### config.mk
export PLATFORM = sky130hd
export DESIGN_NAME = muldiv
export DESIGN_NICKNAME = d
export VERILOG_FILES = /design/src/rtl/muldiv.sv
export SDC_FILE = /design/constraint.sdc
export NUM_CORES = 1
export LEC_CHECK = 0
export ABC_AREA = 1
export CAP_MARGIN = 5
export CELL_PAD_IN_SITES_DETAIL_PLACEMENT = 2
export CELL_PAD_IN_SITES_GLOBAL_PLACEMENT = 2
export CORE_MARGIN = 3
export CORE_UTILIZATION = 32
export CTS_CLUSTER_DIAMETER = 60
export DETAILED_ROUTE_END_ITERATION = 16
export HOLD_SLACK_MARGIN = 0.06
export PLACE_DENSITY = 0.82
export SLEW_MARGIN = 20
export SYNTH_ARGS = -nofsm -noshare
export SYNTH_HDL_FRONTEND = slang
export SYNTH_SLANG_ARGS = --single-unit
### constraint.sdc
create_clock -name i_clk -period 3.3 [get_ports i_clk]
set_input_delay 0.99 -clock i_clk [delete_from_list [all_inputs] [get_ports i_clk]]
set_output_delay 0.99 -clock i_clk [all_outputs]
set_load 0.01 [all_outputs]
### src/rtl/muldiv.sv
// ---------------------------------------------------------------------------
// muldiv: sequential 8x8 multiplier and 16/8 restoring divider.
//
// An operation is accepted from IDLE on a rising edge with i_start high. It
// then runs one iteration per cycle for 8 cycles in RUN (o_busy high). After
// that, one DONE cycle pulses o_done with the result on o_r/o_flags.
// Divide-by-zero and quotient overflow skip RUN and finish in the first
// cycle. The result stays held until the next accepted operation completes.
//
// Ports:
//   i_clk       - clock, all state changes on the rising edge
//   i_reset     - synchronous active-high reset, priority over i_start
//   i_start     - operation request, sampled only in IDLE
//   i_op        - 0 = MLT (i_a[7:0] * i_b), 1 = DIV (i_a / i_b)
//   i_a[15:0]   - MLT multiplicand in [7:0]; DIV 16-bit dividend
//   i_b[7:0]    - multiplier or divisor
//   o_busy      - high while an accepted operation iterates
//   o_done      - one-cycle completion pulse; o_r/o_flags valid then
//   o_r[15:0]   - result; DIV packs {remainder, quotient}
//   o_flags[3:0]- [0] Z, [1] C, [2] V, [3] S
//   o_div_zero  - one-cycle pulse with o_done for DIV by zero
//
// Configuration macro:
//   MULDIV_DIV_EN - includes the division datapath. Without it, a DIV request
//                   completes at once with o_r = 16'hFACE and clear flags.
// ---------------------------------------------------------------------------
module muldiv (
  input  logic        i_clk,
  input  logic        i_reset,
  input  logic        i_start,
  input  logic        i_op,
  input  logic [15:0] i_a,
  input  logic [7:0]  i_b,
  output logic        o_busy,
  output logic        o_done,
  output logic [15:0] o_r,
  output logic [3:0]  o_flags,
  output logic        o_div_zero
);

  typedef enum logic [1:0] {
    S_IDLE,
    S_RUN,
    S_DONE
  } state_t;

  state_t      r_state;
  logic [2:0]  r_count;

  // Shift-add multiplier: the multiplicand moves left and the multiplier
  // moves right, so bit 0 of r_mplier always selects the current partial product.
  logic [15:0] r_acc;
  logic [15:0] r_mcand;
  logic [7:0]  r_mplier;
  logic [15:0] w_accNext;

  assign w_accNext = r_mplier[0] ? (r_acc + r_mcand) : r_acc;

`ifdef MULDIV_DIV_EN
  // Restoring divider: r_quot starts as the low dividend byte. Its MSB feeds
  // the partial remainder each step, and quotient bits enter at the LSB.
  // The remainder is always below the divisor, so the 8-bit subtract result
  // is exact.
  logic        r_op;
  logic [7:0]  r_rem;
  logic [7:0]  r_quot;
  logic [7:0]  r_divisor;
  logic [8:0]  w_trial;
  logic        w_fits;
  logic [7:0]  w_remNext;
  logic [7:0]  w_quotNext;

  assign w_trial    = {r_rem, r_quot[7]};
  assign w_fits     = (w_trial >= {1'b0, r_divisor});
  assign w_remNext  = w_fits ? (w_trial[7:0] - r_divisor) : w_trial[7:0];
  assign w_quotNext = {r_quot[6:0], w_fits};
`else
  // The dividend high byte only matters to the divider.
  logic        w_unused;
  assign w_unused = ^i_a[15:8];
`endif

  always_ff @(posedge i_clk) begin
    if (i_reset) begin
      r_state    <= S_IDLE;
      r_count    <= 3'd0;
      r_acc      <= 16'h0000;
      r_mcand    <= 16'h0000;
      r_mplier   <= 8'h00;
      o_busy     <= 1'b0;
      o_done     <= 1'b0;
      o_div_zero <= 1'b0;
      o_r        <= 16'h0000;
      o_flags    <= 4'h0;
`ifdef MULDIV_DIV_EN
      r_op       <= 1'b0;
      r_rem      <= 8'h00;
      r_quot     <= 8'h00;
      r_divisor  <= 8'h00;
`endif
    end else begin
      o_done     <= 1'b0;
      o_div_zero <= 1'b0;
      case (r_state)
        S_IDLE: begin
          if (i_start) begin
            r_count  <= 3'd0;
            r_acc    <= 16'h0000;
            r_mcand  <= {8'h00, i_a[7:0]};
            r_mplier <= i_b;
            if (i_op) begin
`ifdef MULDIV_DIV_EN
              r_op      <= 1'b1;
              r_rem     <= i_a[15:8];
              r_quot    <= i_a[7:0];
              r_divisor <= i_b;
              // A zero divisor always trips this too, because i_a[15:8] >= 0.
              // A high byte >= divisor means the quotient cannot fit in 8 bits.
              if (i_a[15:8] >= i_b) begin
                r_state    <= S_DONE;
                o_done     <= 1'b1;
                o_r        <= i_a;
                o_flags    <= 4'b0100;
                o_div_zero <= (i_b == 8'h00);
              end else begin
                r_state <= S_RUN;
                o_busy  <= 1'b1;
              end
`else
              r_state <= S_DONE;
              o_done  <= 1'b1;
              o_r     <= 16'hFACE;
              o_flags <= 4'h0;
`endif
            end else begin
`ifdef MULDIV_DIV_EN
              r_op    <= 1'b0;
`endif
              r_state <= S_RUN;
              o_busy  <= 1'b1;
            end
          end
        end

        S_RUN: begin
          r_acc    <= w_accNext;
          r_mcand  <= {r_mcand[14:0], 1'b0};
          r_mplier <= {1'b0, r_mplier[7:1]};
`ifdef MULDIV_DIV_EN
          r_rem    <= w_remNext;
          r_quot   <= w_quotNext;
`endif
          // The eighth iteration publishes its combinational step result
          // directly, so the counter never has to wrap past 7.
          if (r_count == 3'd7) begin
            r_state <= S_DONE;
            o_busy  <= 1'b0;
            o_done  <= 1'b1;
`ifdef MULDIV_DIV_EN
            if (r_op) begin
              o_r     <= {w_remNext, w_quotNext};
              o_flags <= {w_quotNext[7], 2'b00, (w_quotNext == 8'h00)};
            end else begin
              o_r     <= w_accNext;
              o_flags <= {w_accNext[15], 2'b00, (w_accNext == 16'h0000)};
            end
`else
            o_r     <= w_accNext;
            o_flags <= {w_accNext[15], 2'b00, (w_accNext == 16'h0000)};
`endif
          end else begin
            r_count <= r_count + 3'd1;
          end
        end

        S_DONE: begin
          r_state <= S_IDLE;
        end

        default: begin
          r_state <= S_IDLE;
          o_busy  <= 1'b0;
        end
      endcase
    end
  end

endmodule

* Yosys cells after proc, flatten, opt, wreduce, memory -nomap -nowiden
Cells that the tools add are included.
Word-level totals: input port bits 28, word-level logic and storage cells 58, bits in registers 67
Cells by class: reductions and logical operators 8, equality and inequality tests 8, add/subtract/negate cells 2, bitwise gates (word level) 1, muxes and demuxes 30
Operators by type and width (count):
- $mux W16 | 6
- $pmux W16 S2 | 3
- $add A16 B16 Y16 | 1
- $logic_not A16 Y1 | 1
- $pmux W8 S2 | 1
- $mux W4 | 3
- $ne A2 B2 Y1 const B | 5
- $mux W8 | 1
- $pmux W4 S2 | 1
- $reduce_and A4 Y1 | 2
- $mux W1 | 6
- $mux W2 | 3
- $mux W3 | 2
- $pmux W3 S2 | 1
- $pmux W2 S2 | 1
- $reduce_and A2 Y1 | 2
- $add A3 B1 Y3 const B | 1
- $eq A3 B3 Y1 const B | 1
- $pmux W1 S3 | 1
- $reduce_and A3 Y1 | 1
- $eq A2 B1 Y1 const B | 1
- $eq A2 B2 Y1 const B | 1
- $logic_not A2 Y1 | 1
- $pmux W1 S2 | 1
- 2 further kinds | 2

* Depth between registers and ports, before layout
word-level depth 5, depth in mapped cells 15, mapped depth without buffers 15

* Worst setup path before layout
OpenSTA, ideal clock, no wires.
path kind reg2reg, start register r_acc[0], end register o_flags[0], required time 3.230 ns, path buffers 0, arrival time 1.811 ns, cell stages (with the launch flop) 16, slack 1.419 ns, cells stage by stage dfxtp_1 -> ha_1 -> fa_1 -> nand2_1 -> nand2_1 -> nand3_2 -> nand2_2 -> nand2_1 -> nand2_1 -> nand2_1 -> nand3_1 -> nand2_1 -> nand2_1 -> nor2_1 -> nand3_1 -> a21oi_1
On the way: word-level cells in the longest chain between the ends 5
Ends and longest elaborated chain:
- from (decl) | RTL line 52 | logic [15:0] r_acc;
- from (signal assigned) | RTL line 146 | r_acc <= w_accNext;
- $add A16 B16 Y16 | RTL line 57 | assign w_accNext = r_mplier[0] ? (r_acc + r_mcand) : r_acc;
- $mux W16 (*) | RTL line 57
- $logic_not A16 Y1 (*) | RTL line 169 | o_flags <= {w_accNext[15], 2'b00, (w_accNext == 16'h0000)};
- $mux W4 (*) | RTL line 155 | if (r_count == 3'd7) begin
- $pmux W4 S2 (*) | RTL line 104 | case (r_state)
- to (signal assigned) | RTL line 169
- to (decl) | RTL line 37 | output logic [3:0] o_flags,
Mark *: on every way between the ends. The rest lies on a longest branch, timed or not. The select of a mux whose other input is x is not followed. A chain may end at the register's enable or synchronous reset.

* Worst setup path after layout
start input port i_start, end register o_flags[0]
On the way: word-level cells in the longest chain between the ends 2
Ends and longest elaborated chain:
- from (decl) | RTL line 30 | input logic i_start,
- $ne A2 B2 Y1 (no line)
- $reduce_and A4 Y1 (no line)
Every way passes these cells.

==> results by group <==
Run status
  – Status: finished, final reports clean

CTS
  – # resized after CTS: 0
  – CTS tree: built
  – CTS Hold Bufs: 0
  – Num CTS Buffers: 9
  – Clock Tree Buf Depth: 2
  – Root buffer cell: clkbuf_8
  – Worst skew pair latency: 0.34 ns
  – H-tree levels: 3
  – Clock sinks: 65
  – Post-CTS Setup Bufs: 0
  – Reg clk slew, reported paths: 0.07 ns

Setup path
  – CP dominant cell by count: nand2_1
  – Critical Path Sink Type: register
  – Worst-path maximum fanout: 24
  – Setup Crit Path Kind: in -> reg
  – WP buf/inv: 2
  – R2r startpoint: r_acc[0]
  – Worst setup SP type: input pin
  – Largest delay contributor family on the critical path: simple AND/OR/NAND/NOR gates
  – CP arrival: 2.56 ns
  – Cells along the critical path: clkdlybuf4s50_1 > nand3_1 > nand2_1 > inv_1 > nand2_1 > a21oi_1
  – CP Data Required Time: 3.51 ns
  – Max stage delay on crit path: 0.57 ns
  – Slowest cell on crit path: clkdlybuf4s50_1
  – CP Launch Point: i_start

Synthesis
  – Yosys top cell area share: 36.58%
  – Synth Instances: 534
  – Yosys reg bits: 65
  – Syn avg cell area: 6.661 um^2
  – Post-Synthesis Cell Area: 3557 um^2
  – Synth warnings: 0
  – Sequential area share after synthesis: 36.58%
  – Area contributors post-synth: dfxtp_1 37%, nand2_1 19%, a21oi_1 6.3%, nand3_1 6.3%, ha_1 6.0%
  – Yosys top cell by area: dfxtp_1
  – Post-synth cell types: 32

Timing
  – Tcrit/Tclk final: 71.13%
  – Setup repair after global routing missed its margin: false
  – Slew @ Worst Pin: 0.7359 ns
  – Slew Limit Fails: 0
  – Setup violations, final: 0
  – Clk_skew: 0.01279 ns
  – Period minus WS final: 2.347 ns
  – Fmax: 426.1 MHz
  – TNS Setup: 0 ns
  – Final Hold Fails: 0
  – Rel. slew slack: 50.82%

Die
  – Die Width: 111.4 um
  – Chip height: 111.4 um
  – Row Count: 37
  – IO Pins: 51
  – Total Die Area: 12420 um^2
  – Starting density of the core: 33.70%
  – Core Area: 10560 um^2

Power
  – VDD IR max: 0.2223 mV
  – Leakage dissipation: 1.918 nW
  – Power Dens Cells: 431.8 nW/um^2

Placed design
  – Placed wire-length estimate: 8758 um
  – Placed inst area: 4070 um^2
  – IO Port Bufs: 39
  – Final GP Congestion: 0.8589

Finish
  – Sequential Area: 1301 um^2
  – Area grow syn2layout: 19.59%
  – Fill cells: 1274
  – Share of layout cells above drive strength 1: 6.130%
  – Final std cell area, no fill: 4254 um^2
  – Final net count: 614
  – N_diodes: 0
  – Area of the multi-input gates: 1938 um^2

Global route
  – First-pass GRT wire length: 20160 um
  – Vias in the first global route: 3974
  – Tot GR Track Use: 19.75%
  – Antenna violations before repair: 0
  – Largest net degree at the start of global routing: 39
  – Total grt overflow: 0

Routing
  – Post-detailed-route wirelength per cell: 16.55 um
  – Drt first pass iters: 4
  – Via Count: 3606
  – Via density: 5.100
  – 1st-iter DRT viols: 147
  – Residual DRC: 0
  – Final ANT Viol Nets: 0
  – DRT Wirelength: 11700 um

Worst hold path
  – Hold path startpoint: o_flags[0]
  – Worst Hold Class: reg -> reg

Run
  – Max_cap viols: 0
==> cell usage in the layout (no fill, tap or decap), types with 2 or more instances in the layout <==
| cell | netlist | routed |
|---|---|---|
| or2_2 | 8 | 8 |
| nor2_1 | 25 | 24 |
| or2_1 | 2 | 2 |
| inv_1 | 56 | 56 |
| conb_1 | 1 | 3 |
| o221ai_1 | 9 | 9 |
| o21ai_0 | 24 | 24 |
| nand3_1 | 45 | 45 |
| buf_4 | 3 | 7 |
| dfxtp_1 | 65 | 65 |
| nand4_1 | 4 | 4 |
| nor2_2 | 1 | 2 |
| clkdlybuf4s50_1 | 0 | 39 |
| ha_1 | 17 | 17 |
| nand2_1 | 176 | 176 |
| a31oi_1 | 15 | 15 |
| nor3_1 | 2 | 2 |
| a21oi_1 | 45 | 45 |
| nand3b_1 | 3 | 3 |
| clkbuf_8 | 0 | 10 |
==> per-layer routing <==
layer	track usage [%]	share of wire, %	up-vias
li1	-	-	1805
met1	26.82	50	1761
met2	33.17	47	34
met3	3.587	1.9	6
met4	3.650	0.61	0
met5	0	0	-
==> tightest hold or removal path: stages (launching register included) <==
cell	delay, ns
dfxtp_1	0.32
nand2_1	0.06
a21oi_1	0.05
==> cell usage after synthesis <==
cell	number
fa_1	1
or2_2	8
o21ai_0	24
dfxtp_1	65
a21oi_1	45
buf_4	3
inv_2	1
a21oi_2	1
nor2_1	25
ha_1	17
nand4_1	4
nand3_2	1
clkbuf_1	15
o221a_2	1
buf_2	4
clkinv_1	1
o221ai_1	9
nor2_2	1
a31oi_1	15
a21boi_0	1
conb_1	1
nand3_1	45
xnor2_1	1
nor3_1	2
nand2_2	1
nand2_1	176
and2_1	1
or2_1	2
inv_1	56
buf_1	3
nand3b_1	3
a221oi_1	1
==> through the flow <==
stage | instances | util [%] | hold slack, ns | worst slack, ns | power, mW
2_1_floorplan | 536 | - | 0.4380 | 1.419 | 1.058
4_1_cts | 707 | 40.30 | 0.4849 | 0.9160 | 1.860
3_5_place_dp | 693 | 38.56 | 0.4719 | 0.6109 | 1.192
6_report | 707 | 40.30 | 0.4789 | 0.9529 | 1.837
3_3_place_gp | 693 | 38.56 | 0.4588 | 0.6575 | 1.176
5_1_grt | 707 | 40.30 | 0.5015 | 0.6754 | 1.947
==> kinds of logic (layout without fill, tap and decap cells) <==
group | Yosys count | count (layout) | synth area share (%)
AO/OA/AOI/OAI | 97 | 97 | 15.58
XOR/XNOR | 1 | 1 | 0.2463
adder cells (fa/ha/maj) | 18 | 18 | 6.542
buffers and inverters | 83 | 118 | 9.215
flip-flops | 65 | 65 | 36.58
other | 1 | 3 | 0.1054
AND/OR/NAND/NOR | 269 | 269 | 31.73
==> flip-flops by register name, indices dropped and copies added (netlist names) <==
signal,count
r_acc,16
r_mcand,16
o_r,16
r_state,2
o_flags,2
o_busy,1
o_done,1
r_count,3
r_mplier,8
==> final cells by class <==
type / instances / share of cell area, %
Multi-Input combinational cell: 388 / 45.56
Sequential cell: 65 / 30.59
Timing Repair Buffer: 46 / 10.41
Inverter: 58 / 5.118
Tap cell: 136 / 4.000
Clock buffer: 11 / 3.324
Clock inverter: 3 / 1.000
==> power by group <==
part | switching, mW | total, mW | internal (mW) | leakage (nW)
Sequential | 0.0332 | 0.862 | 0.829 | 0.531
Clock | 0.301 | 0.661 | 0.360 | 0.0913
Combinational | 0.192 | 0.314 | 0.122 | 1.30
==> final timing paths <==
kind	endpoint	slack, ns	cells past startpoint
hold reg to reg	o_flags[0]	0.48	2
hold / removal	o_flags[0]	0.48	2
setup / recovery	o_flags[0]	0.95	6
setup reg to reg	o_flags[0]	0.97	15
Note: power is estimated with default switching activity, not from simulation.
